--- src/rtl/rx_frame_controller.sv ---
// rtl/rx_frame_controller.sv - serial receive sequencing: start detect, bit timing, stop check, ready/overrun flags
module rx_frame_controller #(
    parameter int SAMPLES    = 16,
    parameter int FRAME_BITS = 10
) (
    input  logic                       clk,
    input  logic                       reset,
    input  logic                       enable,
    input  logic                       data_in,
    input  logic                       rd_ack,
    output logic                       shift_en,
    output logic [3:0]                 bit_index,
    output logic [$clog2(SAMPLES)-1:0] sample_count,
    output logic                       busy,
    output logic                       char_received,
    output logic                       framing_error,
    output logic                       overrun
);

    localparam int SW = $clog2(SAMPLES);
    localparam logic [SW-1:0] MID_SAMPLE  = SW'(SAMPLES / 2 - 1);
    localparam logic [SW-1:0] LAST_SAMPLE = SW'(SAMPLES - 1);
    localparam logic [3:0]    STOP_INDEX  = 4'(FRAME_BITS - 1);

    typedef enum logic [2:0] {
        IDLE      = 3'd0,
        START     = 3'd1,
        DATA      = 3'd2,
        STOP      = 3'd3,
        DONE      = 3'd4,
        WAIT_IDLE = 3'd5
    } state_t;

    state_t        state_q, state_d;
    logic [SW-1:0] sample_count_q, sample_count_d;
    logic [3:0]    bit_index_q, bit_index_d;
    logic          shift_en_q, shift_en_d;
    logic          stop_bit_q, stop_bit_d;
    logic          char_received_q, char_received_d;
    logic          framing_error_q, framing_error_d;
    logic          overrun_q, overrun_d;

    // State, counters, strobe and flags; reset returns everything to zero/IDLE at once
    always_ff @(posedge clk or posedge reset) begin
        if (reset) begin
            state_q         <= IDLE;
            sample_count_q  <= '0;
            bit_index_q     <= '0;
            shift_en_q      <= 1'b0;
            stop_bit_q      <= 1'b0;
            char_received_q <= 1'b0;
            framing_error_q <= 1'b0;
            overrun_q       <= 1'b0;
        end else begin
            state_q         <= state_d;
            sample_count_q  <= sample_count_d;
            bit_index_q     <= bit_index_d;
            shift_en_q      <= shift_en_d;
            stop_bit_q      <= stop_bit_d;
            char_received_q <= char_received_d;
            framing_error_q <= framing_error_d;
            overrun_q       <= overrun_d;
        end
    end

    // Next state, sample/bit counters and the registered shift strobe
    always_comb begin
        state_d        = state_q;
        sample_count_d = sample_count_q + 1'b1;
        bit_index_d    = bit_index_q;
        shift_en_d     = 1'b0;
        stop_bit_d     = stop_bit_q;
        case (state_q)
            IDLE: begin
                sample_count_d = '0;
                bit_index_d    = '0;
                if (!data_in) state_d = START;
            end
            START: begin
                // Mid-bit check rejects glitches shorter than half a bit
                if (sample_count_q == MID_SAMPLE) begin
                    sample_count_d = '0;
                    if (data_in) begin
                        state_d = IDLE;
                    end else begin
                        shift_en_d  = 1'b1;
                        bit_index_d = 4'd1;
                        state_d     = DATA;
                    end
                end
            end
            DATA: begin
                if (sample_count_q == LAST_SAMPLE) begin
                    shift_en_d  = 1'b1;
                    bit_index_d = bit_index_q + 4'd1;
                    if (bit_index_q + 4'd1 == STOP_INDEX) state_d = STOP;
                end
            end
            STOP: begin
                if (sample_count_q == LAST_SAMPLE) begin
                    shift_en_d = 1'b1;
                    stop_bit_d = data_in;
                    state_d    = DONE;
                end
            end
            DONE: begin
                sample_count_d = '0;
                bit_index_d    = '0;
                state_d        = stop_bit_q ? IDLE : WAIT_IDLE;
            end
            WAIT_IDLE: begin
                // A line stuck low after a bad stop must not look like a new start bit
                sample_count_d = '0;
                bit_index_d    = '0;
                if (data_in) state_d = IDLE;
            end
            default: begin
                state_d        = IDLE;
                sample_count_d = '0;
                bit_index_d    = '0;
            end
        endcase
        if (!enable) begin
            state_d        = IDLE;
            sample_count_d = '0;
            bit_index_d    = '0;
            shift_en_d     = 1'b0;
        end
    end

    // Sticky flags: ack clears, a completing frame in the same cycle sets on top of the clear
    always_comb begin
        char_received_d = char_received_q;
        framing_error_d = framing_error_q;
        overrun_d       = overrun_q;
        if (rd_ack) begin
            char_received_d = 1'b0;
            framing_error_d = 1'b0;
            overrun_d       = 1'b0;
        end
        if (state_q == DONE) begin
            if (stop_bit_q) begin
                char_received_d = 1'b1;
                if (char_received_q) overrun_d = 1'b1;
            end else begin
                framing_error_d = 1'b1;
            end
        end
    end

    // Outputs taken straight from state and registers
    always_comb begin
        busy          = (state_q != IDLE);
        shift_en      = shift_en_q;
        bit_index     = bit_index_q;
        sample_count  = sample_count_q;
        char_received = char_received_q;
        framing_error = framing_error_q;
        overrun       = overrun_q;
    end

endmodule

--- config.mk ---
export PLATFORM = sky130hd
export DESIGN_NAME = rx_frame_controller
export DESIGN_NICKNAME = d
export VERILOG_FILES = /design/src/rtl/rx_frame_controller.sv
export SDC_FILE = /design/constraint.sdc
export NUM_CORES = 1
export LEC_CHECK = 0
export BUFFER_PORTS_ARGS = -buffer_cell sky130_fd_sc_hd__buf_2
export CAP_MARGIN = 20
export CORE_MARGIN = 4
export CORE_UTILIZATION = 57
export CTS_CLUSTER_DIAMETER = 80
export DETAILED_ROUTE_END_ITERATION = 12
export PLACE_DENSITY = 0.78
export SKIP_CTS_REPAIR_TIMING = 1
export SLEW_MARGIN = 20
export SYNTH_ARGS = -nofsm -noshare
export SYNTH_HDL_FRONTEND = slang
export SYNTH_SLANG_ARGS = --single-unit
--- constraint.sdc ---
create_clock -name clk -period 4.59 [get_ports clk]
set_input_delay 1.377 -clock clk [delete_from_list [all_inputs] [get_ports clk]]
set_output_delay 1.377 -clock clk [all_outputs]
set_load 0.01 [all_outputs]
-- Yosys cells after proc, flatten, opt, wreduce, memory -nomap -nowiden
Cells that the tools add are included.
- mux-type cells: 33
- reductions and logical operators: 6
- eq/ne operators: 16
- add/subtract/negate cells: 2
- operators with widths (operator ; count):
    2-to-1 mux 3 bit ; 8
    2-to-1 mux 4 bit ; 6
    != test 3 bit (second input constant) ; 7
    case mux 3 bit (6 select lines) ; 1
    2-to-1 mux 1 bit ; 14
    case mux 4 bit (3 select lines) ; 1
    adder 4 x 1 -> 4 bit (second input constant) ; 2
    == test 4 bit (second input constant) ; 2
    case mux 4 bit (2 select lines) ; 1
    == test 3 x 2 -> 1 bit (second input constant) ; 2
    == test 3 bit (second input constant) ; 2
    AND reduction 6 bit ; 1
    == test 4 x 3 -> 1 bit (second input constant) ; 1
    AND reduction 4 bit ; 1
    == test 3 x 1 -> 1 bit (second input constant) ; 1
    zero test 3 bit ; 1
    nonzero test 3 bit ; 1
    2-to-1 mux 2 bit ; 1
    != test 2 bit (second input constant) ; 1
    case mux 1 bit (2 select lines) ; 1
    AND reduction 2 bit ; 1
    OR reduction 2 bit ; 1
- word-level logic and storage cells: 65
- bits of input ports: 5
- output and inout port bits: 13
- register bits: 16

-- Depth between registers and ports, before layout
Gate-level depths: netlist of run 1.
- word-level depth: 6
- mapped depth: 5
- mapped depth without buffers: 5

-- Worst setup path after synthesis of run 1
Ideal clock, no wire load.
- path type: input to register
- from: input port enable
- to: register state_q[0]
- cell stages on the path: 5
- buffers on the path: 1
- data required time: 4.465 ns
- path slack: 2.139 ns
- setup time: 0.125 ns
- arrival: 2.326 ns
- cells stage by stage: buf_2 -> nand2b_1 -> a311oi_2 -> a211oi_1 -> mux2_4
- cells in the longest elaborated chain, start to end: 2
- elaborated cells on any way between the ends: 8
- those cells by class: 6 x eq/ne; 1 x mux; 1 x reduce/logical
- ends and longest elaborated chain (element ; line ; text):
    start: declaration ; 8 ; input logic enable,
    != test 3 bit (no line) ; - ;
    AND reduction 6 bit (no line) ; - ;
    end signal: assignment ; 55 ; state_q <= state_d;
    end: declaration ; 34 ; state_t state_q, state_d;
Several ways; a longest one is shown, not always the timed one.
A chain may end at the register's enable or synchronous reset.

-- Final worst setup path of run 1
- from: register state_q[2]
- to: output port busy
- cells in the longest elaborated chain, start to end: 1
- ends and longest elaborated chain (element ; line ; text):
    nonzero test 3 bit ; 153 ; busy = (state_q != IDLE);
    end: declaration ; 14 ; output logic busy,
Every way passes these cells.

==> results of run 1 <==
## metal layers
| metal | vias to the layer above | part of all wire | GRT usage |
|---|---|---|---|
| met1 | 403 | 0.47 | 0.233 |
| met2 | 21 | 0.48 | 0.288 |
| li1 | 411 | - | - |
| met3 | 0 | 0.047 | 0.0306 |
| met5 | - | 0 | 0 |
| met4 | 0 | 0 | 0.0507 |
## per-stage QoR
stage,power (W),util
global placement,0.000371,0.674
floorplan,0.000339,-
finish,0.000470,0.697
global route,0.000510,0.697
CTS,0.000470,0.697
detailed placement,0.000378,0.674
## layout make-up
cell class / instances / area, µm²
multi-input cells: 75 / 512
fillers: 117 / 472
flip-flops and latches: 16 / 400
repair buffers: 17 / 85.1
clock buffers: 4 / 36.3
inverters: 9 / 33.8
well taps: 16 / 20.0
## cells by family (layout without fill, tap and decap cells)
kind of cell	after synthesis	in the layout	share of synthesized area
flops	16	16	0.410
simple gates	40	40	0.235
buf+inv	14	30	0.0654
fa+ha+maj	3	3	0.0385
compound gates	27	27	0.197
mux	2	2	0.0269
xor+xnor	3	3	0.0269
## sequential cells by signal, summed over array words and instances, names as in the netlist
signal	count
bit_index	4
stop_bit_q	1
char_received	1
framing_error	1
overrun	1
state_q	3
sample_count	4
shift_en	1
## layout by cell type (no fill, tap or decap), types with 5 or more instances in the layout
master	netlist	routed
buf_2	3	17
dfrtp_1	16	16
inv_1	9	9
nand3_1	6	6
nor2_1	11	11
o21ai_0	5	5
## worst min path at each step
stage                     from         endpoint  slack, ns
2_1_floorplan  sample_count[0]  sample_count[0]       0.51
3_3_place_gp   sample_count[0]  sample_count[0]       0.47
3_5_place_dp   sample_count[0]  sample_count[0]       0.48
4_1_cts        sample_count[0]  sample_count[0]       0.49
5_1_grt        sample_count[0]  sample_count[0]       0.52
6_report       sample_count[0]  sample_count[0]       0.50
## power by group
group	leakage, nW	internal (W)	switching [W]	total, W
Combinational	0.264	0.0000828	0.0000941	0.000177
Clock	0.0210	0.0000482	0.0000440	0.0000922
Sequential	0.220	0.000159	0.0000423	0.000201
## critical path: cells and delay by family (launching register included)
kind,cells,cell delay (ns)
buf+inv,1,0.14
flops,1,0.53
simple gates,1,0.41
==> summary.md, run 1 <==
The clock drives 16 sinks. The fraction of the cycle the final worst path needs came out at 0.597. Area growth from synthesis to final layout: 11.4%. STA classifies the critical path endpoint as an output port. After synthesis the cells add up to 976 µm². The path class of the tightest hold or removal check is reg2reg. CTS placed an instance of clkbuf_4 at the clock tree root.

The maximum single-stage delay on the critical path was 0.53 ns. The sum of negative setup slack is 0 ns. The cell count after synthesis came out at 105.

Fraction of final layout cells with drive strength greater than 1: 0.223. Across the VDD grid, the largest voltage drop is 232 µV. The tools report the tightest hold margin as 0.497 ns.

For this design the top-level I/O count stands at 18. Before CTS, the worst setup slack after placement is 1.95 ns. The number of antenna violations at the first check in global routing is 0, and the maximum fanout along the worst path is 15. In this run, placement finished with an instance count of 133. Entering global routing, the biggest net connects 17 pins. STA puts the critical path data arrival time at 1.36 ns. For the post-synthesis net count, the log shows 113.

Number of cells on the worst hold path: 1. The region available for standard cell placement spans 0.00156 mm². The number of DRC violations after detailed routing came out at 0. For the number of warnings printed during yosys synthesis, the log shows 0. The signal on the critical path passes through or3_1, buf_2. The number of endpoints with negative hold slack in the final report is 0. Derived from the worst setup path, the maximum achievable clock frequency is 0.365 GHz.

Once placement finished, the instance area stood at 0.00105 mm². The number of cells on the worst reg-to-reg path works out to 4. The worst setup path is launched from a flop.

The worst path meets setup with 1.85 ns of slack. After synthesis the netlist holds a flip-flop and latch count of 16. For the post-route clock skew, the log shows 0.000709 ns. Detailed placement finished with a half-perimeter wire length of 1410 µm. The tools report the reg-to-reg endpoint as state_q[0]. Via count of the first global-routing pass: 765. The overall fraction of global-route tracks in use was 0.175; the count of distinct cell types in the synthesized netlist was 44.

The fraction of synthesis flops using an asynchronous set or reset pin is 1.00. The measured slew at the worst slew-check pin came out at 0.579 ns. For the worst setup path, the data required time is 3.21 ns. Startpoint of the worst-slack reg-to-reg timing path: state_q[1]. The headroom to the max-slew limit came out at 0.614.

For the number of diodes added for antenna fixing, the log shows 0. The final-report setup violation count came out at 0. Dividing the detail-routed wire length by the instance count gives 14.2 µm. The finished layout holds 137 standard cells, fillers aside. After clock tree synthesis, the clock-pin slew on the worst setup and hold paths is 0.09 ns. For this run, the leading register cell type out of synthesis is dfrtp_1. After floorplanning, the core was divided into 14 placement rows.

The tools report the clock insertion delay at the later pin of the skew report as 0.28 ns. The worst setup path startpoint is state_q[2]. The share of the synthesized area in the top cell type works out to 0.410. The run finished with clean final reports. The number of enable flip-flop cells after synthesis works out to 0. The CTS buffer count is 3. From bottom edge to top edge, the die measures 49.4 µm. After layout, the minimum clock period comes to 2.74 ns. The share of the yosys chip area belonging to registers is 0.410. The run gives 0.626 as the initial cell density of the core.

The die width is 49.4 µm, and the number of DRC markers after the initial detailed-route iteration is 15. The areal power density over the cells was 433 mW/mm². The largest area contributor in the synthesized netlist was dfrtp_1. Once detail routing completed, the nets flagged for antenna violations numbered 0.

Summed over all cells, the static leakage comes to 0.505 nW. Setup repair after global routing left no endpoint under its margin. The die covers 0.00244 mm². Wires add up to 1940 µm. The run gives 0 as the total overflow reported by the global router. The final cell area excluding filler cells was 0.00109 mm²; the per-instance average area after synthesis was 9.29 µm². The maximum level of the CTS H-tree came out at 1.

The final route contains 835 vias. Dividing the detail-routed via count by the number of cells gives 6.09. The deepest clock path buffer count is 2. The logs give 2.81 ns for the worst-case register-to-register setup slack and 0 for the number of max-cap violations. Sorting the synthesized cells by area gives the leading types as dfrtp_1, nor2_1, ha_1. Ranked by instance count, the synthesized netlist is headed by dfrtp_1, nor2_1, inv_1.

Type of the worst setup path: reg2out. Placer congestion estimate: 0.803. The first global-routing pass estimated 3360 µm of wire.

Cell at the slowest stage of the critical path: dfrtp_1. The logs give 0 for the number of pins exceeding their max-slew limit in the final report and 4 for the number of detailed-routing iterations run before antenna repair. The library cell with the highest instance count after synthesis was dfrtp_1. For the layout net count, the log shows 130. The count of buffers from port buffering was 17.

Following the worst setup path forward leads to its endpoint at busy. TritonCTS built the clock tree.
Note: power is estimated with default switching activity, not from simulation.
==> inputs of run 2 (changes only) <==
Settings changed: CORE_UTILIZATION 57 to 48, PLACE_DENSITY 0.78 to 0.7.
Clock period 4.59 ns to 2.45 ns, I/O delays scaled along.
==> summary.md, run 2 (synthesized netlist as in run 1, its figures left out) <==
The measured slew at the worst slew-check pin is 0.601 ns (+0.0224 ns). The maximum VDD drop was 513 µV (+120%). The number of DRC violations after detailed routing was 0 (unchanged).

Tracing the worst setup path back leads to its startpoint at state_q[2]. TritonCTS built the clock tree. The root buffer selected by CTS was clkbuf_4.

The average wire per cell in the routed design was 13.7 µm (-3.6%); the area growth from synthesis to final layout was 11.4% (unchanged). The tools report the core box area as 0.00194 mm² (+25%). The flow ran to the end, and the final reports show no timing, DRC or antenna violations. The areal power density over the cells came out at 771 mW/mm² (+78%). The critical path is of the reg2out type. Traced cell by cell, the critical path runs through or3_1, buf_2.

The sort of element at the end of the critical path is an output port. The logs give 0.172 (-0.00308) for the overall fraction of global-route tracks in use and 0 (unchanged) for the number of pins exceeding their max-slew limit in the final report. The total number of vias came out at 838 (+0.36%). The footprint of the multi-input gates is 512 µm² (unchanged). The logs give 0 (unchanged) for the final-report setup violation count and 0.478 GHz for the peak clock frequency supported by timing. Via count of the first global-routing pass: 790 (+3.3%). The initial cell density of the core was 0.503 (-0.123).

The clock edge transition at the registers on the reported setup and hold paths is 0.09 ns (about the same). The CTS buffer count is 3 (unchanged), and the final wirelength is 2010 µm (+3.5%). For the post-route clock skew, the log shows 0.00266 ns (+0.00195 ns).

For the number of fill cells, the log shows 189 (+62%). The detailed-route vias per instance is 5.70 (-6.5%). The worst setup slack before clock tree synthesis came out at 0.457 ns (-1.49 ns).

The run gives 3520 µm (+4.7%) as the wire length of the first global-routing pass. The startpoint identified for the worst hold timing path is sample_count[0]. The fraction of final layout cells with drive strength greater than 1 works out to 0.217 (-0.00647). The total overflow reported by the global router is 0 (unchanged), and the power after layout is 0.000838 W (+78%).

The tools report the number of max-cap violations as 0 (unchanged). The run gives 18 (unchanged) as the number of top-level pins. On the critical path, the stage with the largest delay is an instance of dfrtp_1.

The run gives 0.876 (+9.1%) as the placer congestion estimate. The number of antenna violations at the first check in global routing was 0 (unchanged). The placed standard-cell area was 0.00106 mm² (+1.3%); the critical path required time was 1.71 ns (-1.50 ns). The run gives 16 (+2) as the row count. The final standard cell utilization of the core was 0.560 (-0.138); the number of endpoints with negative hold slack in the final report was 0 (unchanged). The number of sinks on the clock net came out at 16 (unchanged). The die boundary height was 53.1 µm (+7.5%); the sequential cell area was 400 µm² (unchanged). The maximum fanout along the worst path is 15 (unchanged). Count of buffers from port buffering: 17 (unchanged). The maximum level of the CTS H-tree is 1 (unchanged). The die width was 53.1 µm (+7.5%). The post-route antenna net violation count is 0 (unchanged), and the maximum single-stage delay on the critical path is 0.53 ns (about the same). The die area was 0.00282 mm² (+16%). The commonest non-fill, non-tap cell in the layout is buf_2. For the placed wire-length estimate, the log shows 1470 µm (+4.6%).

Setup repair after global routing left no endpoint under its margin. For the number of DRC markers after the initial detailed-route iteration, the log shows 23 (+8). The final cell area excluding filler cells came out at 0.00109 mm² (unchanged). The number of diodes added for antenna fixing is 0 (unchanged).

The sum of negative setup slack came out at 0 ns (unchanged). The tools report the final worst-path setup slack as 0.357 ns (-1.49 ns). The leakage component of the power is 0.498 nW (-1.4%), and the arrival time reported for the critical path endpoint is 1.36 ns (about the same). The run gives 2 (unchanged) as the deepest clock path buffer count. The tightest min-delay check is of the reg2reg type. The tools report the layout net count as 130 (unchanged). The worst setup path is launched from a flop.

The top cell types in the final layout, fill and taps aside, are buf_2, dfrtp_1, nor2_1, inv_1, nand3_1. The headroom to the max-slew limit came out at 0.599 (-0.0150). The run gives 17 (unchanged) as the pin count of the biggest net entering global routing.

In this run the critical register-to-register path is launched from state_q[1]. The fraction of the cycle the final worst path needs was 0.854. The run gives 0.28 ns (about the same) as the clock insertion delay at the later pin of the skew report. After layout, the minimum clock period comes to 2.09 ns. Number of detailed-routing iterations run before antenna repair: 4 (unchanged).
run 2: where the power goes:
group          total [W]  leakage [nW]  internal (W)  switching (W)
registers       0.000377         0.220      0.000298      0.0000790
clock network   0.000134        0.0138     0.0000571      0.0000767
logic           0.000328         0.264      0.000156       0.000172
run 2: per-layer routing:
layer / part of all wire / global-route usage
met5: 0 / 0
met4: 0.0025 / 0.0511
met3: 0.058 / 0.0648
met2: 0.50 / 0.269
met1: 0.44 / 0.218
run 2: critical path, delay by kind of cell, from the launching register on:
kind / cells / cell delay (ns)
simple gates: 1 / 0.41
buf+inv: 1 / 0.14
flops: 1 / 0.53
run 2: area by class of cell:
type,count,area share
Inverter,9,0.0311
Clock buffer,3,0.0207
Timing Repair Buffer,17,0.0783
Sequential cell,16,0.368
Tap cell,27,0.0311
Multi-Input combinational cell,75,0.471
run 2: worst paths after layout:
check	slack, ns	cells after the start	end
setup reg to reg	0.68	4	bit_index[3]
hold / removal	0.49	1	sample_count[0]
max in group asynchronous	1.55	2	bit_index[1]
hold reg to reg	0.49	1	sample_count[0]
setup / recovery	0.36	2	busy
min in group asynchronous	0.51	2	shift_en
run 2: per-stage QoR:
step / hold slack (ns) / instances
3_5_place_dp: 0.479 / 144
5_1_grt: 0.516 / 147
3_3_place_gp: 0.473 / 144
6_report: 0.490 / 147
2_1_floorplan: 0.509 / 105
4_1_cts: 0.493 / 147
==> inputs of run 3 (changes only) <==
Settings changed: CORE_MARGIN 4 to default.
==> summary.md, run 3 (synthesized netlist as in run 1, its figures left out) <==
The sum of negative setup slack is 0 ns (unchanged). The worst setup path is of the reg2out kind. In this run the clock root is driven by a clkbuf_4. In this run the worst hold path is classified as reg2reg. The clock insertion delay at the later pin of the skew report is 0.28 ns (about the same), and the deepest clock path buffer count is 2 (unchanged). The number of DRC violations after detailed routing is 0 (unchanged), and the proportion of power drawn by flip-flops and latches is 0.448 (-0.002). The shortest clock period the worst path allows after layout works out to 2.10 ns (+0.00570 ns). Startpoint of the worst-slack reg-to-reg timing path: state_q[1]. The final-report setup violation count came out at 0 (unchanged). The die width was 47.1 µm (-11%). The clock share of power came out at 0.164 (+0.005). The number of fill cells was 170 (-10%); the number of antenna violations at the first check in global routing was 0 (unchanged).

The internal power of the cells is 0.000511 W (about the same), and the number of top-level pins is 18 (unchanged). The tools report the final cell area excluding filler cells as 0.00108 mm² (-0.23%). The critical path required time is 1.71 ns (about the same), and the switching share of total power is 0.395 (+0.00450). The detailed-route vias per instance works out to 5.63 (-1.3%).

The core box area is 0.00182 mm² (-6.2%). The worst setup path is captured at an output port. The worst-case register-to-register setup slack was 0.62 ns (-0.06 ns); the combinational cell fraction of total power was 0.388 (-0.003). The average wire per cell in the routed design was 13.4 µm (-1.9%).

The fraction of final layout cells with drive strength greater than 1 was 0.217 (unchanged). TritonCTS built the clock tree. The peak clock frequency supported by timing is 0.477 GHz (-0.27%). The logs give 24 (+4.3%) for the number of DRC markers after the initial detailed-route iteration and 0.498 nW (unchanged) for the leakage component of the power. The tools report the via count of the first global-routing pass as 654 (-17%). The clock edge transition at the registers on the reported setup and hold paths is 0.10 ns (about the same), and the final standard cell utilization of the core is 0.596 (+0.0360). Final wirelength: 1940 µm (-3.2%). The power after layout is 0.000845 W (+0.73%), and the total overflow reported by the global router is 0 (unchanged). The commonest non-fill, non-tap cell in the layout was buf_2. Area growth from synthesis to final layout: 11.2%. The tools report the worst setup path startpoint as state_q[2]. For the post-route clock skew, the log shows 0.00719 ns (+0.00453 ns). The logs give 130 (unchanged) for the layout net count and 0.194 (+0.0225) for the overall fraction of global-route tracks in use.

Fraction of the cycle the final worst path needs: 0.856 (+0.00233). The run finished with clean final reports. The count of buffers from port buffering was 17 (unchanged). The post-route antenna net violation count was 0 (unchanged). The logs give 0 (unchanged) for the number of pins exceeding their max-slew limit in the final report and 1.36 ns (about the same) for the arrival time reported for the critical path endpoint.

The worst setup slack before clock tree synthesis is 0.432 ns (-0.0246 ns), and the placer congestion estimate is 0.846 (-3.4%). The row count came out at 15 (-1). The switching component of the power is 0.000334 W (+1.9%), and the number of cells on the worst reg-to-reg path is 4 (unchanged).

The run gives 5 (+1) as the number of detailed-routing iterations run before antenna repair. Maximum level of the CTS H-tree: 1 (unchanged). Leaving out fill and tap cells, the most frequent cells in the layout are buf_2, dfrtp_1, nor2_1, inv_1, nand3_1.

The reg-to-reg endpoint is state_q[0]. The tools report the startpoint type of the worst setup path as a flop. Timing endpoint of the critical path: busy. The final worst-path setup slack was 0.352 ns (-0.00570 ns); the die boundary height was 47.1 µm (-11%). The number of sinks on the clock net was 16 (unchanged). The die area was 0.00222 mm² (-21%); the pin count of the biggest net entering global routing was 17 (unchanged). The logs give 0 (unchanged) for the number of endpoints with negative hold slack in the final report and 0.600 (+0.00113) for the headroom to the max-slew limit. Setup repair after global routing left no endpoint under its margin. The total number of vias is 816 (-2.6%), and the number of diodes added for antenna fixing is 0 (unchanged).

The maximum VDD drop was 365 µV (-29%). The initial cell density of the core was 0.536 (+0.0335). Placed standard-cell area: 0.00106 mm² (-0.23%). The CTS buffer count is 3 (unchanged), and the placed wire-length estimate is 1390 µm (-5.4%). The wire length of the first global-routing pass is 3000 µm (-15%), and the measured slew at the worst slew-check pin is 0.600 ns (-0.00170 ns).

The maximum fanout along the worst path works out to 15 (unchanged). The number of max-cap violations came out at 0 (unchanged). The areal power density over the cells was 779 mW/mm² (+0.96%).
## run 3: metrics by stage
step	std cells	hold WS, ns
final	145	0.482
after global placement	142	0.467
after floorplan	105	0.509
after global routing	145	0.510
after CTS	145	0.489
after detailed placement	142	0.475
## run 3: worst min path at each step
stage | cells after the start | slack (ns) | endpoint | startpoint
6_report | 1 | 0.48 | sample_count[0] | sample_count[0]
5_1_grt | 1 | 0.51 | sample_count[0] | sample_count[0]
4_1_cts | 1 | 0.49 | sample_count[0] | sample_count[0]
3_5_place_dp | 1 | 0.47 | sample_count[0] | sample_count[0]
3_3_place_gp | 1 | 0.47 | sample_count[0] | sample_count[0]
2_1_floorplan | 1 | 0.51 | sample_count[0] | sample_count[0]
## run 3: layer usage
| metal | up-vias | track usage | routed length (µm) |
|---|---|---|---|
| met5 | - | 0 | 0 |
| met4 | 0 | 0.0686 | 24 |
| li1 | 406 | - | - |
| met3 | 4 | 0.0346 | 89 |
| met2 | 28 | 0.286 | 855 |
| met1 | 378 | 0.285 | 973 |
## run 3: worst max-delay path, cell delays in order (launching register included)
cell and delay (ns):
dfrtp_1 0.53, or3_1 0.41, buf_2 0.14
## run 3: layout make-up
cell class,count,area (µm²),share of cell area
clock buffer,3,22.5,0.0208
inverter,9,33.8,0.0311
multi-input combinational,75,512,0.472
sequential,16,400,0.369
tap,25,31.3,0.0288
timing repair buffer,17,85.1,0.0784
## run 3: power groups by stage
stage / combinational [W] / sequential, W / clock, W
3_3_place_gp: 0.000321 / 0.000379 / 0
2_1_floorplan: 0.000286 / 0.000350 / 0
6_report: 0.000328 / 0.000378 / 0.000138
4_1_cts: 0.000327 / 0.000376 / 0.000141
3_5_place_dp: 0.000326 / 0.000381 / 0
5_1_grt: 0.000369 / 0.000388 / 0.000149
